**config.mk**
```make
export PLATFORM = sky130hd
export DESIGN_NAME = afe_inj_scan_ctrl
export DESIGN_NICKNAME = d
export VERILOG_FILES = /design/src/rtl/afe_pkg.sv /design/src/rtl/afe_sync.sv /design/src/rtl/afe_inj_scan_ctrl.sv
export SDC_FILE = /design/constraint.sdc
export NUM_CORES = 1
export LEC_CHECK = 0
export CORE_UTILIZATION = 25
export CTS_BUF_LIST = sky130_fd_sc_hd__clkbuf_2 sky130_fd_sc_hd__clkbuf_4 sky130_fd_sc_hd__clkbuf_8
export DETAILED_ROUTE_END_ITERATION = 10
export GPL_TIMING_DRIVEN = 0
export SLEW_MARGIN = 20
export SYNTH_ARGS = -nofsm -noshare
export SYNTH_HDL_FRONTEND = slang
export SYNTH_SLANG_ARGS = --single-unit
```
**constraint.sdc**
```tcl
create_clock -name clk -period 2.5 [get_ports clk]
set_input_delay 0.5 -clock clk [delete_from_list [all_inputs] [get_ports clk]]
set_output_delay 0.5 -clock clk [all_outputs]
set_load 0.02 [all_outputs]
```
**src/rtl/afe_pkg.sv**
```systemverilog
// Shared types and helpers for the AFE injection scan controller.
package afe_pkg;

  localparam int CW_DEF = 8;

  typedef enum logic [1:0] {
    IDLE  = 2'd0,
    PULSE = 2'd1,
    GAP   = 2'd2,
    FIN   = 2'd3
  } afe_state_e;

  // Increment val by one when en is set, sticking at max_val.
  function automatic logic [31:0] sat_inc(input logic [31:0] val,
                                          input logic [31:0] max_val,
                                          input logic        en);
    logic [31:0] res;
    res = val;
    if (en && (val < max_val)) res = val + 32'd1;
    return res;
  endfunction

endpackage

```
**src/rtl/afe_sync.sv**
```systemverilog
// Multi-flop synchroniser for the asynchronous comparator output.
// SYNC_ST must be at least 2.
module afe_sync #(
  parameter int SYNC_ST = 2
) (
  input  logic clk,
  input  logic rst_b,
  input  logic d_in,
  output logic q_out
);

  logic [SYNC_ST-1:0] sync_d;
  logic [SYNC_ST-1:0] sync_q;

  // Shift the raw input one stage further down the chain each cycle.
  always_comb begin
    sync_d = {sync_q[SYNC_ST-2:0], d_in};
  end

  // Synchroniser flops, cleared on reset.
  always_ff @(posedge clk or negedge rst_b) begin
    if (!rst_b) sync_q <= '0;
    else        sync_q <= sync_d;
  end

  assign q_out = sync_q[SYNC_ST-1];

endmodule

```
**src/rtl/afe_inj_scan_ctrl.sv**
```systemverilog
// Charge-injection burst sequencer with per-slot hit and time-over-threshold
// measurement on the comparator.
// Optional feature macro: AFE_TOT_SUM_EN adds the TOT accumulator output tot_sum.
//
// state | meaning
// IDLE  | waiting for start
// PULSE | inj high, width counter running
// GAP   | inj low, remainder of the slot period running
// FIN   | burst complete, done pulses on exit
module afe_inj_scan_ctrl
  import afe_pkg::*;
#(
  parameter int CW      = CW_DEF,
  parameter int SYNC_ST = 2
) (
  input  logic          clk,
  input  logic          rst_b,
  input  logic          start,
  input  logic          abort,
  input  logic [CW-1:0] n_inj,
  input  logic [CW-1:0] period,
  input  logic [CW-1:0] width,
  input  logic          comp,
  output logic          inj,
  output logic          busy,
  output logic          done,
  output logic [CW-1:0] hit_cnt,
  output logic [CW-1:0] tot,
`ifdef AFE_TOT_SUM_EN
  output logic [2*CW-1:0] tot_sum,
`endif
  output logic          tot_vld
);

  localparam logic [31:0] SAT_MAX = (32'd1 << CW) - 32'd1;

  afe_state_e    state_d, state_q;
  logic [CW-1:0] cnt_d, cnt_q;
  logic [CW-1:0] slot_d, slot_q;
  logic [CW-1:0] we_d, we_q;
  logic [CW-1:0] gap_d, gap_q;
  logic [CW-1:0] tot_cnt_d, tot_cnt_q;
  logic [CW-1:0] hit_cnt_d, hit_cnt_q;
  logic [CW-1:0] tot_d, tot_q;
  logic          hit_flag_d, hit_flag_q;
  logic          comp_prev_d, comp_prev_q;
  logic          inj_d, inj_q, busy_d, busy_q, done_d, done_q, tot_vld_d, tot_vld_q;
`ifdef AFE_TOT_SUM_EN
  logic [2*CW-1:0] tot_sum_d, tot_sum_q;
`endif

  logic          comp_s;
  logic [CW-1:0] we_in, gap_in;
  logic [CW:0]   pe_in;
  logic [CW-1:0] tot_cnt_nx;
  logic          in_win, hit_now;

  afe_sync #(.SYNC_ST(SYNC_ST)) u_sync (
    .clk   (clk),
    .rst_b (rst_b),
    .d_in  (comp),
    .q_out (comp_s)
  );

  // Effective width is at least 1; period is stretched to leave at least one low cycle.
  assign we_in  = (width == '0) ? CW'(1) : width;
  assign pe_in  = ({1'b0, period} > {1'b0, we_in}) ? {1'b0, period} : ({1'b0, we_in} + 1'b1);
  assign gap_in = CW'(pe_in - {1'b0, we_in});

  // Next-state, slot timing and measurement logic.
  always_comb begin
    state_d     = state_q;
    cnt_d       = cnt_q;
    slot_d      = slot_q;
    we_d        = we_q;
    gap_d       = gap_q;
    tot_cnt_d   = tot_cnt_q;
    hit_cnt_d   = hit_cnt_q;
    tot_d       = tot_q;
    hit_flag_d  = hit_flag_q;
    comp_prev_d = comp_s;
    inj_d       = inj_q;
    busy_d      = busy_q;
    done_d      = 1'b0;
    tot_vld_d   = 1'b0;
`ifdef AFE_TOT_SUM_EN
    tot_sum_d   = tot_sum_q;
`endif

    in_win     = (state_q == PULSE) || (state_q == GAP);
    tot_cnt_nx = CW'(sat_inc(32'(tot_cnt_q), SAT_MAX, comp_s));
    hit_now    = hit_flag_q | (comp_s & ~comp_prev_q);

    if (in_win) begin
      tot_cnt_d  = tot_cnt_nx;
      hit_flag_d = hit_now;
    end

    if (abort) begin
      state_d    = IDLE;
      inj_d      = 1'b0;
      busy_d     = 1'b0;
      tot_cnt_d  = '0;
      hit_flag_d = 1'b0;
    end else begin
      case (state_q)
        IDLE: begin
          if (start) begin
            we_d       = we_in;
            gap_d      = gap_in;
            slot_d     = n_inj;
            hit_cnt_d  = '0;
            tot_d      = '0;
            tot_cnt_d  = '0;
            hit_flag_d = 1'b0;
            busy_d     = 1'b1;
`ifdef AFE_TOT_SUM_EN
            tot_sum_d  = '0;
`endif
            if (n_inj == '0) begin
              state_d = FIN;
            end else begin
              state_d = PULSE;
              inj_d   = 1'b1;
              cnt_d   = we_in - CW'(1);
            end
          end
        end
        PULSE: begin
          if (cnt_q == '0) begin
            state_d = GAP;
            inj_d   = 1'b0;
            cnt_d   = gap_q - CW'(1);
          end else begin
            cnt_d = cnt_q - CW'(1);
          end
        end
        GAP: begin
          if (cnt_q == '0) begin
            tot_d      = tot_cnt_nx;
            tot_vld_d  = 1'b1;
            hit_cnt_d  = CW'(sat_inc(32'(hit_cnt_q), SAT_MAX, hit_now));
            tot_cnt_d  = '0;
            hit_flag_d = 1'b0;
`ifdef AFE_TOT_SUM_EN
            tot_sum_d  = tot_sum_q + (2*CW)'(tot_cnt_nx);
`endif
            if (slot_q == CW'(1)) begin
              state_d = FIN;
            end else begin
              slot_d  = slot_q - CW'(1);
              state_d = PULSE;
              inj_d   = 1'b1;
              cnt_d   = we_q - CW'(1);
            end
          end else begin
            cnt_d = cnt_q - CW'(1);
          end
        end
        FIN: begin
          state_d = IDLE;
          busy_d  = 1'b0;
          done_d  = 1'b1;
        end
        default: state_d = IDLE;
      endcase
    end
  end

  // FSM state, counters and registered outputs.
  always_ff @(posedge clk or negedge rst_b) begin
    if (!rst_b) begin
      state_q     <= IDLE;
      cnt_q       <= '0;
      slot_q      <= '0;
      we_q        <= '0;
      gap_q       <= '0;
      tot_cnt_q   <= '0;
      hit_cnt_q   <= '0;
      tot_q       <= '0;
      hit_flag_q  <= 1'b0;
      comp_prev_q <= 1'b0;
      inj_q       <= 1'b0;
      busy_q      <= 1'b0;
      done_q      <= 1'b0;
      tot_vld_q   <= 1'b0;
`ifdef AFE_TOT_SUM_EN
      tot_sum_q   <= '0;
`endif
    end else begin
      state_q     <= state_d;
      cnt_q       <= cnt_d;
      slot_q      <= slot_d;
      we_q        <= we_d;
      gap_q       <= gap_d;
      tot_cnt_q   <= tot_cnt_d;
      hit_cnt_q   <= hit_cnt_d;
      tot_q       <= tot_d;
      hit_flag_q  <= hit_flag_d;
      comp_prev_q <= comp_prev_d;
      inj_q       <= inj_d;
      busy_q      <= busy_d;
      done_q      <= done_d;
      tot_vld_q   <= tot_vld_d;
`ifdef AFE_TOT_SUM_EN
      tot_sum_q   <= tot_sum_d;
`endif
    end
  end

  assign inj     = inj_q;
  assign busy    = busy_q;
  assign done    = done_q;
  assign hit_cnt = hit_cnt_q;
  assign tot     = tot_q;
  assign tot_vld = tot_vld_q;
`ifdef AFE_TOT_SUM_EN
  assign tot_sum = tot_sum_q;
`endif

endmodule

```
======== Word-level counts from Yosys, hierarchy flattened ========
Cells that the tools add are included.
storage, ports and cells
  bits in registers ....................... 66
  latch bits .............................. 0
  RAM bits ................................ 0
  bits in read-only memories .............. 0
  input port bits ......................... 29
  output and inout port bits .............. 20
  word-level logic and storage cells ...... 116
  memories kept ........................... 0
operators by class
  add/subtract/negate cells ............... 9
  $mul .................................... 0
  divide/modulo/power cells ............... 0
  magnitude comparators ................... 3
  equal/unequal tests ..................... 15
  shift operators ......................... 0
  multiplexer cells ....................... 51
  bitwise logic cells ..................... 4
  reductions and logical operators ........ 19
operators with widths
  kind                   count
  $mux W8                19
  $pmux W8 S2            4
  $sub A8 B1 Y8 const B  5
  $add A8 B1 Y8 const B  3
  $logic_not A8 Y1       3
  $pmux W8 S3            1
  $mux W1                17
  $lt A8 B8 Y1 const B   2
  $reduce_and A5 Y1      3
  $mux W2                6
  $ne A3 B3 Y1 const B   4
  $eq A8 B1 Y1 const B   1
  $gt A8 B8 Y1           1
  $pmux W2 S4            1
  $sub A8 B8 Y8          1
  $ne A2 B2 Y1 const B   3
  $ne A3 B2 Y1 const B   2
  $reduce_and A3 Y1      2
  $reduce_and A6 Y1      1
  $reduce_bool A3 Y1     2
  $eq A2 B2 Y1 const B   2
  $ne A2 B1 Y1 const B   2
  $pmux W1 S2            2
  $reduce_and A4 Y1      1
  other kinds (11)       13

======== Longest topological paths before layout ========
Gate-level depths: netlist of run 1.
  word-level depth ........................ 7
  mapped depth ............................ 18
  gate-level depth less buffers ........... 17

======== Cells and area by module ========
Synthesis of run 1 repeated with hierarchy kept, for this count alone.
unflattened totals
  cell total of the unflattened synthesis .. 531
  area, all modules ....................... 4479.3 sq um
by module, submodules not included
  module             instances  cells an instance  area each (sq um)
  afe_inj_scan_ctrl  1          529                4429.2
  afe_sync           1          2                  50.0

======== Worst setup path after synthesis of run 1 ========
Ideal clock, no wire load.
  path kind ............................... input -> register
  start ................................... in width[5]
  end ..................................... reg gap_q[6]
  library setup time ...................... 0.135 ns
  arrival ................................. 3.743 ns
  required time ........................... 2.365 ns
  setup slack ............................. -1.378 ns
  stages on the path ...................... 18
  buffers on the path ..................... 1
  path through ............................ clkbuf_1 > nor4_1 > a31oi_1 > inv_1 > ha_1 > nand4_1 > nor2_1 > o22ai_1 > mux2i_1 > ha_1 > inv_1 > fa_1 > a21o_1 > a21oi_1 > o21bai_1 > a21oi_1 > xor2_1 > o21ai_0
on the way
  word-level cells in the longest chain between the ends .. 5
ends and longest elaborated chain
  what                                           line                      source
  start, declared                                afe_inj_scan_ctrl.sv:22   input logic [CW-1:0] width,
  $logic_not A8 Y1 *                             afe_inj_scan_ctrl.sv:66   assign we_in = (width == '0) ? CW'(1) : width;
  $mux W8 *                                      afe_inj_scan_ctrl.sv:66
  net we_in[0]                                   afe_inj_scan_ctrl.sv:53   logic [CW-1:0] we_in, gap_in;
  $add A8 B1 Y8 or $gt A8 B8 Y1 (tied branches)  afe_inj_scan_ctrl.sv:67   assign pe_in = ({1'b0, period} > {1'b0, we_in}) ? {1'b0, period} : ({1'b0, we_in} + 1'b1);
  $mux W8                                        afe_inj_scan_ctrl.sv:67
  $sub A8 B8 Y8 *                                afe_inj_scan_ctrl.sv:68   assign gap_in = CW'(pe_in - {1'b0, we_in});
  end signal, assigned                           afe_inj_scan_ctrl.sv:195  gap_q <= gap_d;
  end, declared                                  afe_inj_scan_ctrl.sv:41   logic [CW-1:0] gap_d, gap_q;
Mark *: on every way through the listed nets, which the timed path passes. The rest lies on a longest branch.
A chain may end at the register's enable or synchronous reset.

======== Worst setup path after layout of run 1 ========
Ends and elaborated chain as after synthesis.

==> results of run 1 <==
-- metrics by stage --
step	total power, mW	hold slack [ps]	setup TNS [ps]
final	5.58	101	-3580
after floorplan	3.45	204	-4170
after CTS	5.50	99.1	-3240
after detailed placement	4.16	338	-20610
after global routing	6.05	112	-5030
after global placement	4.13	338	-111060
-- path summary, 6_finish.rpt --
kind / slack [ps] / cells after the start / endpoint / startpoint
min: 100 / 1 / cnt_q[5] / rst_b
max in group asynchronous: 1850 / 2 / tot_cnt_q[3] / rst_b
max: -760 / 18 / gap_q[6] / width[5]
min reg2reg: 350 / 0 / u_sync.sync_q[1] / u_sync.sync_q[0]
min in group clk: 350 / 0 / u_sync.sync_q[1] / u_sync.sync_q[0]
max reg2reg: -50 / 8 / hit_cnt[3] / cnt_q[0]
-- metal layers --
| layer | GRT usage [%] | share of wire [%] | vias up |
|---|---|---|---|
| li1 | - | - | 1986 |
| met1 | 17.8 | 48 | 1880 |
| met2 | 21.0 | 46 | 100 |
| met4 | 3.87 | 0.63 | 0 |
| met5 | 0 | 0 | - |
| met3 | 2.74 | 5.2 | 6 |
-- cell usage after synthesis, types with 3 or more instances --
library cell	instances	area (um^2)
a22o_1	5	43.8
nor4_1	5	31.3
a221oi_1	3	26.3
nor3b_1	4	30.0
nor2b_1	4	25.0
nand2b_1	6	37.5
a22oi_1	4	30.0
ha_1	27	338
or2_2	5	31.3
nor2_1	38	143
clkbuf_1	19	71.3
nand3_1	14	70.1
nand4_1	7	43.8
o22ai_1	5	31.3
xor2_1	19	166
dfrtp_1	66	1650
o31ai_1	4	30.0
xnor2_1	26	228
a211oi_1	4	30.0
o21ai_0	46	230
a21o_1	4	30.0
inv_1	29	109
nor3_1	15	75.1
nand2_1	64	240
a21oi_1	29	145
o21ai_1	3	15.0
and4_1	3	26.3
mux2i_1	5	50.1
and3_1	4	25.0
or3_1	9	56.3
o221ai_1	4	35.0
mux2_2	3	33.8
-- layout make-up --
| type | instances | area [um^2] | share of cell area [%] |
|---|---|---|---|
| Clock buffer | 13 | 166 | 2.83 |
| Multi-Input combinational cell | 399 | 2840 | 48.3 |
| Clock inverter | 2 | 60.1 | 1.02 |
| Inverter | 30 | 114 | 1.93 |
| Tap cell | 225 | 282 | 4.78 |
| Buffer | 18 | 106 | 1.81 |
| Timing Repair Buffer | 71 | 667 | 11.3 |
| Sequential cell | 66 | 1650 | 28.0 |
-- worst max-delay path, delay by kind of cell --
kind                       cells  cell delay [ps]
AOI/OAI and AO/OA              8             1200
adders and majority gates      3              640
and+or+nand+nor                2              520
buffers and inverters          3              250
muxes                          1              180
xor gates and xnor gates       1              180
-- state kept, by name, summed over array words and instances, names as in the netlist --
signal,flops
inj,1
hit_cnt,8
done,1
slot_q,8
tot_vld,1
state_q,2
tot_cnt_q,8
gap_q,8
busy,1
tot,8
we_q,8
comp_prev_q,1
hit_flag_q,1
u_sync.sync_q,2
cnt_q,8
-- power by group through the flow --
stage               clock (mW)  sequential [mW]  combinational (mW)
floorplan                    0             1.69                1.76
global placement             0             1.74                2.39
detailed placement           0             1.75                2.41
CTS                       1.06             1.74                2.70
global route              1.12             1.80                3.13
finish                    1.03             1.75                2.79
-- cells by family (layout without fill, tap and decap cells) --
kind of cell	Yosys count	in the layout	share of synthesized area, %
fa+ha+maj	28	28	8.11
mux	8	8	1.90
xor+xnor	45	45	8.93
flops	66	66	37.4
simple gates	186	186	20.4
buf+inv	51	134	4.39
compound gates	132	132	18.8
-- what timing repair did --
| item | in CTS | in global routing |
|---|---|---|
| gates resized for setup | 63 | 17 |
| endpoints found under the hold margin | 0 | 0 |
| endpoints found under the setup margin | 50 | 29 |
| buffers inserted | 18 | 5 |
| pin swaps | 25 | 15 |
==> metrics.cfg, run 1 <==
[power]
clkPwrFrac_pct=18.5
power.density_mw_per_mm2=947
switchingPower_mw=2.34
leakage_nw=2.44
seqPwrFrac_pct=31.4
p_comb_share_pct=50.1
p_int_mw=3.23
swShare_pct=42.0
peakVddDrop_mv=0.379

[worst_hold_path]
hp-class=primary input to asynchronous set/reset pin

[sta]
rsz0062_at_grt=true
finalHoldViolations=0
worstMarginPinSlew_ps=701
slew_viol_final=0
slew_headroom_pct=53.1
fin_crit_sh_pct=130
max_freq_mhz=307
finClkSkew_ps=15.7
final-setup-viol-count=10
post-route-min-period_ps=3260
setup_slack_ps=-762

[route]
dr.first_iter.drc_count=247
drt-wirelength-per-cell_um=13.8
drcViolationCount=0
dr.pass1.iters=4
ant_nets=0
vias=3972
avgViaCountPerCell=4.82
drt_wl_total_um=11400

[placement]
portBuffers=47
hpwl_um=8350
placed_cells=789
dpl_cell_area_mm2=0.00530
post-place-ws_ps=-1760
routabilityCongestion=0.821

[cells_and_area]
fin_nets=652
post_route_cells_drive_above_1_share_pct=17.2
final_common_cell=dfrtp_1
layout_common_cells=dfrtp_1 (66), nand2_1 (64), o21ai_0 (39)
diodes=0
final_util_pct=34.0
fin_area_mm2=0.00589
final_cells=824
fillers=1816
area_delta_synth_final_pct=33.4

[setup_path]
cp.arrival_ps=3490
cpMostUsedCell=inv_2
crit_path_top_delay_cell=nor4_4
critical_path_class=primary input to flip-flop
critPathLaunchType=primary input
path_cells=clkbuf_16 -> nor4_4 -> a31oi_4 -> inv_2 -> ha_4 -> and4b_1 -> a211oi_2 -> o22ai_4 -> mux2i_1 -> ha_2 -> inv_2 -> fa_2 -> a21o_1 -> a21oi_2 -> o21bai_1 -> a21oi_1 -> xor2_1 -> o21ai_1
required_ps=2720
end_kind=flip-flop
critPathMaxStageDelay_ps=330
critPathMaxFanout=4

[yosys]
synth_cells=516
yosysSeqAreaShare_pct=37.4
synth-edff-count=0
yosysWarnings=0
syn-cell-area_mm2=0.00441
synthFlopType=dfrtp_1
synth-seq-cells=66
postSynthAreaPerCell_um2=8.55
synth_fp_nets=573
yosysUniqueCellTypes=60
synth-async-reset-ratio_pct=100

[outcome]
violations=setup timing
status=finished with violations

[floorplanning]
die_y_um=135
die_w_um=135
dieArea_mm2=0.0182
pin_count=49
coreArea_mm2=0.0173
initial_core_util_pct=25.5
rows=48

[run]
cap_viol_max_count=0

[grt]
antenna_found_initial=0
globalRoute.totalOverflow=0
grt_pass1_vias=3847
grt_util_all_layers_pct=13.1
grt_max_degree=35
grt_pass1_wl_um=19000

[cts]
cts_max_path_buffers=2
cts_root_buf=clkbuf_8
htreeDepth=3
holdBufCountCts=0
numCtsBuffers=9
cts_sinks=66
path_clk_slew_ps=80
cts_tree=done
clkLatencyLatePin_ps=350

No activity file was read; power rests on OpenSTA's default activity.
==> run 2: changes to the inputs <==
--- a/config.mk
+++ b/config.mk
@@ -9,7 +9,7 @@
 export CTS_BUF_LIST = sky130_fd_sc_hd__clkbuf_2 sky130_fd_sc_hd__clkbuf_4 sky130_fd_sc_hd__clkbuf_8
 export DETAILED_ROUTE_END_ITERATION = 10
 export GPL_TIMING_DRIVEN = 0
-export SLEW_MARGIN = 20
+export SLEW_MARGIN = 15
 export SYNTH_ARGS = -nofsm -noshare
 export SYNTH_HDL_FRONTEND = slang
 export SYNTH_SLANG_ARGS = --single-unit
==> results of run 2 <==
Same layout as run 1: the final DEF is identical, and so are final timing and power.
